--- config.mk ---
export PLATFORM = sky130hd
export DESIGN_NAME = ps2_tx_flat
export DESIGN_NICKNAME = d
export VERILOG_FILES = /design/src/rtl/ps2_tx_if.sv /design/src/rtl/ps2_tx.sv /design/src/flat_wrapper.sv
export SDC_FILE = /design/constraint.sdc
export NUM_CORES = 1
export LEC_CHECK = 0
export CORE_MARGIN = 3
export CORE_UTILIZATION = 40
export DETAILED_ROUTE_END_ITERATION = 8
export PLACE_DENSITY = 0.56
export SYNTH_ARGS = -nofsm -noshare
export SYNTH_HDL_FRONTEND = slang
export SYNTH_SLANG_ARGS = --single-unit
--- constraint.sdc ---
create_clock -name clk -period 4.06 [get_ports clk]
set_input_delay 0.812 -clock clk [delete_from_list [all_inputs] [get_ports clk]]
set_output_delay 0.812 -clock clk [all_outputs]
set_load 0.05 [all_outputs]
--- src/rtl/ps2_tx_if.sv ---
// Host-side command handshake for ps2_tx: byte + valid/ready in, done/err pulses out.
interface ps2_tx_if;
  logic [7:0] tx_data;
  logic       tx_valid;
  logic       tx_ready;
  logic       tx_done;
  logic       tx_err;

  modport master (output tx_data, output tx_valid, input tx_ready, input tx_done, input tx_err);
  modport slave  (input tx_data, input tx_valid, output tx_ready, output tx_done, output tx_err);
endinterface

--- src/rtl/ps2_tx.sv ---
// PS/2 host-to-device byte sender (open-drain enables); accepts one byte only while idle, pulses done/err at the end.
// Optional PS2_TX_TIMEOUT_EN adds a per-transfer watchdog that aborts with tx_err after TIMEOUT_CYCLES.
module ps2_tx #(
  parameter int INHIBIT_CYCLES = 10000,
  parameter int TIMEOUT_CYCLES = 2000000
) (
  input  logic     clk,
  input  logic     rst_n,
  ps2_tx_if.slave  bus,
  input  logic     ps2_clk,
  input  logic     ps2_data,
  output logic     ps2_clk_oe,
  output logic     ps2_data_oe
);

  localparam int INH_W = $clog2(INHIBIT_CYCLES + 1);
  localparam logic [INH_W-1:0] INH_LAST = INH_W'(INHIBIT_CYCLES - 1);

  if (INHIBIT_CYCLES < 1 || TIMEOUT_CYCLES < 1) begin : g_param_check
    $error("ps2_tx: INHIBIT_CYCLES and TIMEOUT_CYCLES must be at least 1");
  end

  typedef enum logic [2:0] {IDLE, INHIBIT, REQ, SEND, ACK, WAIT_IDLE} state_t;

  state_t           state_q, state_d;
  logic [7:0]       data_q, data_d;
  logic             parity_q, parity_d;
  logic [INH_W-1:0] inh_q, inh_d;
  logic [3:0]       bit_q, bit_d;
  logic             oe_bit_q, oe_bit_d;
  logic [2:0]       clk_sync_q, dat_sync_q;
  logic             clk_fall, lines_idle, timeout;

  // Index 0 is the first flop; edges come from flops 2 and 3, levels from flop 3.
  assign clk_fall   = ~clk_sync_q[1] & clk_sync_q[2];
  assign lines_idle = clk_sync_q[2] & dat_sync_q[2];

`ifdef PS2_TX_TIMEOUT_EN
  localparam int WD_W = $clog2(TIMEOUT_CYCLES + 1);
  localparam logic [WD_W-1:0] WD_LIMIT = WD_W'(TIMEOUT_CYCLES);

  logic [WD_W-1:0] wd_q, wd_d;
  logic            wd_run;

  assign wd_run  = (state_q != IDLE) && (state_q != INHIBIT);
  assign timeout = wd_run && (wd_q == WD_LIMIT);
  assign wd_d    = wd_run ? wd_q + 1'b1 : '0;

  always_ff @(posedge clk or negedge rst_n) begin
    if (!rst_n) wd_q <= '0;
    else        wd_q <= wd_d;
  end
`else
  assign timeout = 1'b0;
`endif

  always_ff @(posedge clk or negedge rst_n) begin
    if (!rst_n) begin
      state_q    <= IDLE;
      data_q     <= '0;
      parity_q   <= 1'b0;
      inh_q      <= '0;
      bit_q      <= '0;
      oe_bit_q   <= 1'b0;
      clk_sync_q <= 3'b111;
      dat_sync_q <= 3'b111;
    end else begin
      state_q    <= state_d;
      data_q     <= data_d;
      parity_q   <= parity_d;
      inh_q      <= inh_d;
      bit_q      <= bit_d;
      oe_bit_q   <= oe_bit_d;
      clk_sync_q <= {clk_sync_q[1:0], ps2_clk};
      dat_sync_q <= {dat_sync_q[1:0], ps2_data};
    end
  end

  always_comb begin
    state_d  = state_q;
    data_d   = data_q;
    parity_d = parity_q;
    inh_d    = inh_q;
    bit_d    = bit_q;
    oe_bit_d = oe_bit_q;
    case (state_q)
      IDLE: begin
        if (bus.tx_valid) begin
          data_d   = bus.tx_data;
          parity_d = ~^bus.tx_data;
          inh_d    = '0;
          state_d  = INHIBIT;
        end
      end
      INHIBIT: begin
        if (inh_q == INH_LAST) state_d = REQ;
        else                   inh_d   = inh_q + 1'b1;
      end
      REQ: begin
        bit_d    = '0;
        oe_bit_d = 1'b1;
        state_d  = SEND;
      end
      SEND: begin
        // bit_q holds the number of edges already seen, so edge n drives data[n-1].
        if (clk_fall) begin
          bit_d = bit_q + 4'd1;
          if (bit_q < 4'd8) begin
            oe_bit_d = ~data_q[bit_q[2:0]];
          end else if (bit_q == 4'd8) begin
            oe_bit_d = ~parity_q;
          end else begin
            oe_bit_d = 1'b0;
            state_d  = ACK;
          end
        end
      end
      ACK: begin
        if (clk_fall) state_d = dat_sync_q[2] ? IDLE : WAIT_IDLE;
      end
      WAIT_IDLE: begin
        if (lines_idle) state_d = IDLE;
      end
      default: state_d = IDLE;
    endcase
    if (timeout) state_d = IDLE;
  end

  always_comb begin
    bus.tx_ready = (state_q == IDLE);
    ps2_clk_oe   = (state_q == INHIBIT);
    ps2_data_oe  = ((state_q == INHIBIT) && (inh_q == INH_LAST)) ||
                   (state_q == REQ) ||
                   ((state_q == SEND) && oe_bit_q);
    bus.tx_done  = (state_q == WAIT_IDLE) && lines_idle && !timeout;
    bus.tx_err   = ((state_q == ACK) && clk_fall && dat_sync_q[2]) || timeout;
  end

endmodule
--- src/flat_wrapper.sv ---
// flat-port wrapper written by rule: the top's interface ports become plain ports
module ps2_tx_flat 
#(
  parameter int INHIBIT_CYCLES = 10000,
  parameter int TIMEOUT_CYCLES = 2000000
)
  (clk, rst_n, ps2_clk, ps2_data, ps2_clk_oe, ps2_data_oe, bus_tx_data, bus_tx_valid, bus_tx_ready, bus_tx_done, bus_tx_err);
  ps2_tx_if bus_i ();
  input  logic clk;
  input  logic rst_n;
  input  logic ps2_clk;
  input  logic ps2_data;
  output logic ps2_clk_oe;
  output logic ps2_data_oe;
  input wire logic [$bits(bus_i.tx_data)-1:0] bus_tx_data;
  input wire logic [$bits(bus_i.tx_valid)-1:0] bus_tx_valid;
  output wire logic [$bits(bus_i.tx_ready)-1:0] bus_tx_ready;
  output wire logic [$bits(bus_i.tx_done)-1:0] bus_tx_done;
  output wire logic [$bits(bus_i.tx_err)-1:0] bus_tx_err;
  assign bus_i.tx_data = bus_tx_data;
  assign bus_i.tx_valid = bus_tx_valid;
  assign bus_tx_ready = bus_i.tx_ready;
  assign bus_tx_done = bus_i.tx_done;
  assign bus_tx_err = bus_i.tx_err;
  ps2_tx #(.INHIBIT_CYCLES(INHIBIT_CYCLES), .TIMEOUT_CYCLES(TIMEOUT_CYCLES)) u_core (.clk(clk), .rst_n(rst_n), .bus(bus_i), .ps2_clk(ps2_clk), .ps2_data(ps2_data), .ps2_clk_oe(ps2_clk_oe), .ps2_data_oe(ps2_data_oe));
endmodule
## Word-level counts from Yosys, hierarchy flattened

Index checks and enable logic that the tools add are counted.

- Register bits after elaboration: 37
- Output and inout port bits: 5

- Add/subtract/negate cells: 2
- Order comparisons: 2
- Equal/unequal tests: 15
- Muxes and demuxes: 20
- Bitwise logic cells: 5
- Reductions and logical operators: 15

Operator list:

| kind | number |
|---|---|
| 14-bit two-way mux | 2 |
| 14-bit one-hot mux with 2 select lines | 1 |
| 3-bit two-way mux | 8 |
| 3-bit one-hot mux with 6 select lines | 1 |
| 14-bit by 1-bit adder with 14-bit output, second input constant | 1 |
| 14-bit equality test, second input constant | 1 |
| 2-bit by 1-bit != test with 1-bit output, second input constant | 4 |
| 2-bit != test, second input constant | 4 |
| 4-bit one-hot mux with 2 select lines | 1 |
| 8-bit XNOR reduction | 1 |
| 7-bit AND reduction | 1 |
| 3-bit by 2-bit equality test with 1-bit output, second input constant | 2 |
| 3-bit equality test, second input constant | 2 |
| 1-bit logical AND | 5 |
| 4-bit by 1-bit adder with 4-bit output, second input constant | 1 |
| 4-bit equality test, second input constant | 1 |
| 3-bit by 4-bit less-than comparator with 1-bit output, second input constant | 1 |
| 4-bit less-than comparator, second input constant | 1 |
| 1-bit two-way mux | 4 |
| 4-bit two-way mux | 1 |
| 2-bit AND reduction | 2 |
| 2-bit nonzero test | 2 |
| 1-bit binary-select mux with 3-bit select | 1 |
| 3-bit by 1-bit equality test with 1-bit output, second input constant | 1 |
| 6 further kinds | 10 |

## Depth between registers and ports, before layout

Gate-level depths: netlist (run 1).

- Word-level depth: 6
- Mapped depth: 7
- Depth with buffers taken out: 5

## Least setup slack after synthesis (run 1)

No wires, ideal clock.

- Path kind: register to output
- From: register u_core.inh_q[6]
- To: output port ps2_data_oe
- Arrival: 2.546 ns
- Required time: 3.248 ns
- Path slack: 0.702 ns
- Cell stages (with the launch flop): 4
- Path buffers: 0
- Cell sequence: dfrtp_1 -> or4_1 -> or4_1 -> o21ai_0

- Word-level cells in the longest chain between the ends: 4

Ends and longest elaborated chain:

| what | line | source |
|---|---|---|
| start, declared | ps2_tx.sv:28 | `logic [INH_W-1:0] inh_q, inh_d;` |
| start signal, assigned | ps2_tx.sv:71 | `inh_q <= inh_d;` |
| 14-bit equality test | ps2_tx.sv:132 | `ps2_data_oe = ((state_q == INHIBIT) && (inh_q == INH_LAST)) \|\|` |
| 1-bit logical AND | ps2_tx.sv:132 |  |
| 1-bit logical OR | ps2_tx.sv:132 |  |
| 1-bit logical OR | ps2_tx.sv:133 | `(state_q == REQ) \|\|` |
| end, declared | flat_wrapper.sv:14 | `output logic ps2_data_oe;` |

No other way between the ends.

## Worst setup path after layout (run 1)

Same ends and word-level chain as after synthesis.

==> run_results.csv, run 1 <==
group,metric,value,unit
yosys,synth-edff-count,0,
yosys,synth_compound_area_share,13.9,%
global_route,track_usage,16.0,%
sta,finalSetupViolCount,0,
drt,vias,1590,
cts,htreeDepth,2,
yosys,yosysTopAreaCell,"dfrtp_1",
drt,drt.antenna.violating_nets,0,
yosys,netlist_area,1980,um2
worst_setup_path,critPathMaxFanout,5,
floorplanning,coreArea,4560,um2
cts,cts.root.buffer_cell,"clkbuf_8",
finish,syn_to_final_growth,17.2,%
yosys,ys_warn_count,0,
finish,fill_cells,446,
floorplanning,die-width,76.4,um
finish,diodes,0,
sta,finalClockSkew,8.05,ps
sta,slew_violations,0,
place,gp_congestion,0.828,
finish,multiInputGateArea,993,um2
yosys,ys_seq_area_share,47.0,%
drt,wl_per_cell,15.0,um
cts,ctsResizeCount,0,
finish,seqCellArea,933,um2
worst_setup_path,crit_top_cell,"or4_1",
worst_setup_path,slowest_delay,830,ps
drt,viasPerCell,5.52,
finish,utilization,50.9,%
global_route,grt_max_degree,38,
floorplanning,die_area,5840,um2
power_and_ir_drop,irDropWorstVdd,0.284,mV
cts,cts.sinks,37,
yosys,synthMuxAreaShare,5.93,%
power_and_ir_drop,power.density,597,nW/um2
power_and_ir_drop,clkPwrFrac,23.6,%
place,io_buffers,17,
hold_path,hold_class,"reg2reg",
cts,cts_tree,"done",
yosys,ys.flop_type,"dfrtp_1",
yosys,synth-seq-cells,37,
cts,ctsHoldBuffers,0,
drt,drt_pre_antenna_iters,6,
yosys,synth_top_family_by_area,"simple AND/OR/NAND/NOR gates",
cts,worstSkewPairLatency,290,ps
worst_setup_path,cp_data_arrival_time,2790,ps
worst_setup_path,end_kind,"primary output",
sta,rsz0062_at_grt,"no",
drt,drt-total-wl,4320,um
power_and_ir_drop,power_frac_seq,43.5,%
yosys,synth_xor_area_share,3.53,%
yosys,syn-num-nets,221,
yosys,netlist.area_leader.share,39.1,%
sta,hold_viol_final,0,
yosys,synthTopCellsByArea,"dfrtp_1 (39%), dfstp_2 (7.9%), nand2_1 (6.8%)",
cts,cts_setup_buffers,0,
drt,drc,0,
cts,clkTransAtPathRegs,70,ps
global_route,antenna_found_initial,0,
run,drv_cap,0,
sta,fin_crit_sh,88.7,%
yosys,avgSynthCellArea,9.63,um2
floorplanning,row_count,24,
global_route,grt_pass1_vias,1598,
floorplanning,dieHeight,76.4,um
power_and_ir_drop,comb_power_share,32.8,%
run_status,status,"finished clean",
yosys,post_synth_num_cell_types,49,
global_route,grt_overflow,0,
finish,fin_nets,237,
worst_setup_path,path_cells,"or4_1 > or4_1 > o21ai_0 > clkdlybuf4s50_1",
finish,layout-drive-gt1-share,10.8,%
sta,slew_headroom,57.8,%
cts,clock_path_buffers,2,
sta,fin_crit,3600,ps
floorplanning,ioPinCount,18,
yosys,ys_async_sr_fraction,100,%
yosys,synthAdderAreaFrac,1.26,%
yosys,synthSimpleGateAreaFrac,25.5,%
worst_setup_path,critical_path_class,"reg2out",
worst_setup_path,cp-start-kind,"flop",
sta,fin_setup_tns,0,ps
worst_setup_path,cp.required,3250,ps
global_route,grt_pass1_wl,7590,um
power_and_ir_drop,p_int,886,uW
worst_setup_path,cp_slowest_cell,"clkdlybuf4s50_1",
power_and_ir_drop,switching_power,502,uW
floorplanning,start_util,43.5,%
place,dp_hpwl,3050,um
cts,numCtsBuffers,5,
drt,drtIter0Drc,94,
power_and_ir_drop,p_sw_share,36.2,%
power_and_ir_drop,power.leakage,0.000970,uW
yosys,synthCells,206,
sta,max_freq,278,MHz
sta,worst_slew_pin_slew,632,ps
==> cells in the mapped netlist, drive strengths merged (3+ instances only) <==
library cell and instances:
dfstp 6, nand3 9, and3 3, or4 5, inv 6, dfrtp 31
a22o 4, nor2b 4, a21oi 8, nand4 3, nand2 36, mux2i 5
or3 4, o31ai 4, nor2 10, o21ai 11, a31oi 3, xnor2 7
clkbuf 8, nand2b 6, nor4 3
==> final cells by class <==
cell class              instances  share of cell area [%]
inverters                       6                   0.969
clock buffers                   7                    3.71
multi-input cells             154                    42.7
clock inverters                 1                    1.29
flip-flops and latches         37                    40.2
well taps                      65                    3.50
repair buffers                 18                    7.64
==> final timing paths <==
kind | endpoint | cells after the start | start | slack, ps
max | ps2_data_oe | 4 | u_core.inh_q[6] | 460
min | u_core.dat_sync_q[2] | 0 | u_core.dat_sync_q[1] | 360
max reg2reg | u_core.inh_q[6] | 4 | u_core.state_q[0] | 1760
min reg2reg | u_core.dat_sync_q[2] | 0 | u_core.dat_sync_q[1] | 360
max in group asynchronous | u_core.dat_sync_q[0] | 2 | rst_n | 2780
min in group asynchronous | u_core.inh_q[4] | 2 | rst_n | 940
==> power by group through the flow <==
stage | combinational [uW] | clock [uW] | sequential [uW]
after floorplan | 373 | 0 | 555
after global placement | 439 | 0 | 600
after detailed placement | 458 | 0 | 606
after CTS | 461 | 336 | 602
after global routing | 510 | 355 | 624
final | 456 | 328 | 604
==> per-layer routing <==
metal	wire length, um	up-vias	share of wire [%]	GRT usage [%]
li1	-	769	-	-
met1	2020	776	47	21.5
met2	2030	41	47	24.7
met3	232	4	5.4	4.02
met4	39	0	0.90	6.16
met5	0	-	0	0
==> cells by family after synthesis <==
| kind of cell | Yosys count |
|---|---|
| AO/OA/AOI/OAI | 41 |
| flip-flops | 37 |
| multiplexers | 9 |
| AND/OR/NAND/NOR | 94 |
| adder cells (fa/ha/maj) | 2 |
| buffers and inverters | 15 |
| XOR/XNOR | 8 |
==> per-stage QoR <==
step / worst slack (ps) / total power, uW / hold WS [ps] / cells / instance area (um2)
after floorplan: 702 / 928 / 345 / 206 / 1980
after global placement: 785 / 1040 / 347 / 280 / 2210
after detailed placement: 776 / 1060 / 348 / 280 / 2210
after CTS: 451 / 1400 / 359 / 288 / 2320
after global routing: 368 / 1490 / 361 / 288 / 2320
final: 460 / 1390 / 359 / 288 / 2320
==> registers in the layout, summed over array words and instances (netlist names) <==
name and flops:
u_core.inh_q 14, u_core.parity_q 1, u_core.state_q 3, u_core.oe_bit_q 1, u_core.clk_sync_q 3, u_core.dat_sync_q 3, u_core.bit_q 4, u_core.data_q 8
==> critical path: cells and delay by family (launching register included) <==
family          cells  cell delay [ps]
simple gates        2             1090
buf+inv             1              830
flops               1              420
compound gates      1              170
==> placed cells by master (no fill, tap or decap), drive strengths merged, types with 7 or more instances in the layout <==
cell and instances:
nand2 36, dfrtp 31, nand3 9, clkbuf 7, clkdlybuf4s50 17, nor2 10, a21oi 8, xnor2 7
o21ai 11
Note: power is estimated with default switching activity, not from simulation.
==> run 2, diff against run 1 <==
--- a/config.mk
+++ b/config.mk
@@ -5,8 +5,10 @@
 export SDC_FILE = /design/constraint.sdc
 export NUM_CORES = 1
 export LEC_CHECK = 0
+export CAP_MARGIN = 20
 export CORE_MARGIN = 3
 export CORE_UTILIZATION = 40
+export CTS_BUF_LIST = sky130_fd_sc_hd__clkbuf_16
 export DETAILED_ROUTE_END_ITERATION = 8
 export PLACE_DENSITY = 0.56
 export SYNTH_ARGS = -nofsm -noshare
==> run_results.csv, run 2 (synthesized netlist as in run 1, its figures left out) <==
group,metric,value,unit
run_status,status,"finished clean",
worst_setup_path,critPathMaxFanout,5,
finish,final_common_cell,"nand2_1",
finish,largest_reg_flops,14,
drt,wl_per_cell,15.2,um
floorplanning,row_count,24,
worst_setup_path,crit_top_cell,"or4_1",
worst_setup_path,r2r_cells,4,
global_route,track_usage,16.3,%
floorplanning,coreArea,4560,um2
place,dp_hpwl,3050,um
power_and_ir_drop,power.density,628,nW/um2
place,dpl-instance-area,2210,um2
floorplanning,ioPinCount,18,
finish,design_area,2370,um2
cts,htreeDepth,2,
finish,diodes,0,
global_route,grt_pass1_vias,1625,
finish,layout-drive-gt1-share,10.3,%
finish,syn_to_final_growth,19.5,%
global_route,grt_pass1_wl,7660,um
floorplanning,die-width,76.4,um
sta,hold_viol_final,0,
sta,finalClockSkew,1.44,ps
worst_setup_path,critical_path_class,"reg2out",
power_and_ir_drop,power,1490,uW
finish,layout_common_cells,"nand2_1 (36), dfrtp_1 (31), clkdlybuf4s50_1 (17)",
drt,vias,1618,
drt,drtIter0Drc,82,
cts,cts.root.buffer_cell,"clkbuf_16",
finish,regMostFlops,"u_core.inh_q",
hold_path,whs_path_depth,0,
sta,slew_headroom,58.8,%
cts,ctsResizeCount,0,
worst_setup_path,r2r_setup_slack,1770,ps
floorplanning,die_area,5840,um2
sta,fin_setup_tns,0,ps
sta,finalSetupViolCount,0,
worst_setup_path,end_kind,"primary output",
place,io_buffers,17,
drt,drt.antenna.violating_nets,0,
worst_setup_path,cp_slowest_cell,"clkdlybuf4s50_1",
cts,ctsHoldBuffers,0,
global_route,grt_overflow,0,
sta,slew_violations,0,
worst_setup_path,path_cells,"or4_1 > or4_1 > o21ai_0 > clkdlybuf4s50_1",
drt,viasPerCell,5.62,
drt,drc,0,
worst_setup_path,cp_data_arrival_time,2780,ps
sta,worst_slew_pin_slew,618,ps
power_and_ir_drop,irDropWorstVdd,0.240,mV
sta,rsz0062_at_grt,"no",
worst_setup_path,cp.required,3250,ps
drt,drt-total-wl,4370,um
sta,fin_crit_sh,88.5,%
cts,cts.sinks,37,
run,drv_cap,0,
drt,drt_pre_antenna_iters,4,
floorplanning,dieHeight,76.4,um
finish,reg_top3,"u_core.inh_q: 14 flops, u_core.data_q: 8 flops, u_core.bit_q: 4 flops",
cts,cts_setup_buffers,0,
cts,clkTransAtPathRegs,50,ps
cts,numCtsBuffers,5,
worst_setup_path,slowest_delay,830,ps
cts,worstSkewPairLatency,280,ps
worst_setup_path,cp-start-kind,"flop",
power_and_ir_drop,power.leakage,0.000995,uW
cts,clock_path_buffers,2,
sta,max_freq,278,MHz
hold_path,hold_class,"reg2reg",
place,gp_congestion,0.828,
global_route,grt_max_degree,38,
sta,fin_crit,3590,ps
sta,whs,356,ps
cts,cts_tree,"done",
finish,fin_nets,237,
floorplanning,start_util,43.5,%
global_route,antenna_found_initial,0,
run 2: routing by layer:
metal | vias to the layer above | part of all wire, % | global-route usage (%)
li1 | 775 | - | -
met1 | 806 | 47 | 21.5
met2 | 30 | 47 | 25.0
met3 | 7 | 3.8 | 4.49
met4 | 0 | 1.7 | 6.70
met5 | - | 0 | 0
run 2: area by class of cell:
type | instances | area, um2
fillers | 445 | 2190
multi-input cells | 154 | 993
flip-flops and latches | 37 | 933
repair buffers | 18 | 178
clock buffers | 5 | 125
well taps | 65 | 81.3
clock inverters | 3 | 37.5
inverters | 6 | 22.5
run 2: power by group:
group / switching (uW) / internal (uW)
Clock: 142 / 285
Sequential: 128 / 477
Combinational: 247 / 209
Total: 517 / 971
run 2: critical path, delay by kind of cell (launching register included):
family,cells,cell delay [ps]
AO/OA/AOI/OAI,1,170
AND/OR/NAND/NOR,2,1090
buffers and inverters,1,830
flip-flops,1,410
run 2: path summary, 6_finish.rpt:
kind,startpoint,end
min in group asynchronous,rst_n,u_core.inh_q[2]
hold reg to reg,u_core.dat_sync_q[1],u_core.dat_sync_q[2]
setup reg to reg,u_core.state_q[0],u_core.inh_q[6]
max in group asynchronous,rst_n,u_core.dat_sync_q[0]
setup / recovery,u_core.inh_q[6],ps2_data_oe
hold / removal,u_core.dat_sync_q[1],u_core.dat_sync_q[2]
run 2: metrics by stage:
stage / utilization, % / std cells / setup WS [ps]
CTS: 51.9 / 288 / 470
detailed placement: 48.4 / 280 / 776
floorplan: - / 206 / 702
global placement: 48.4 / 280 / 785
global route: 51.9 / 288 / 394
finish: 51.9 / 288 / 468
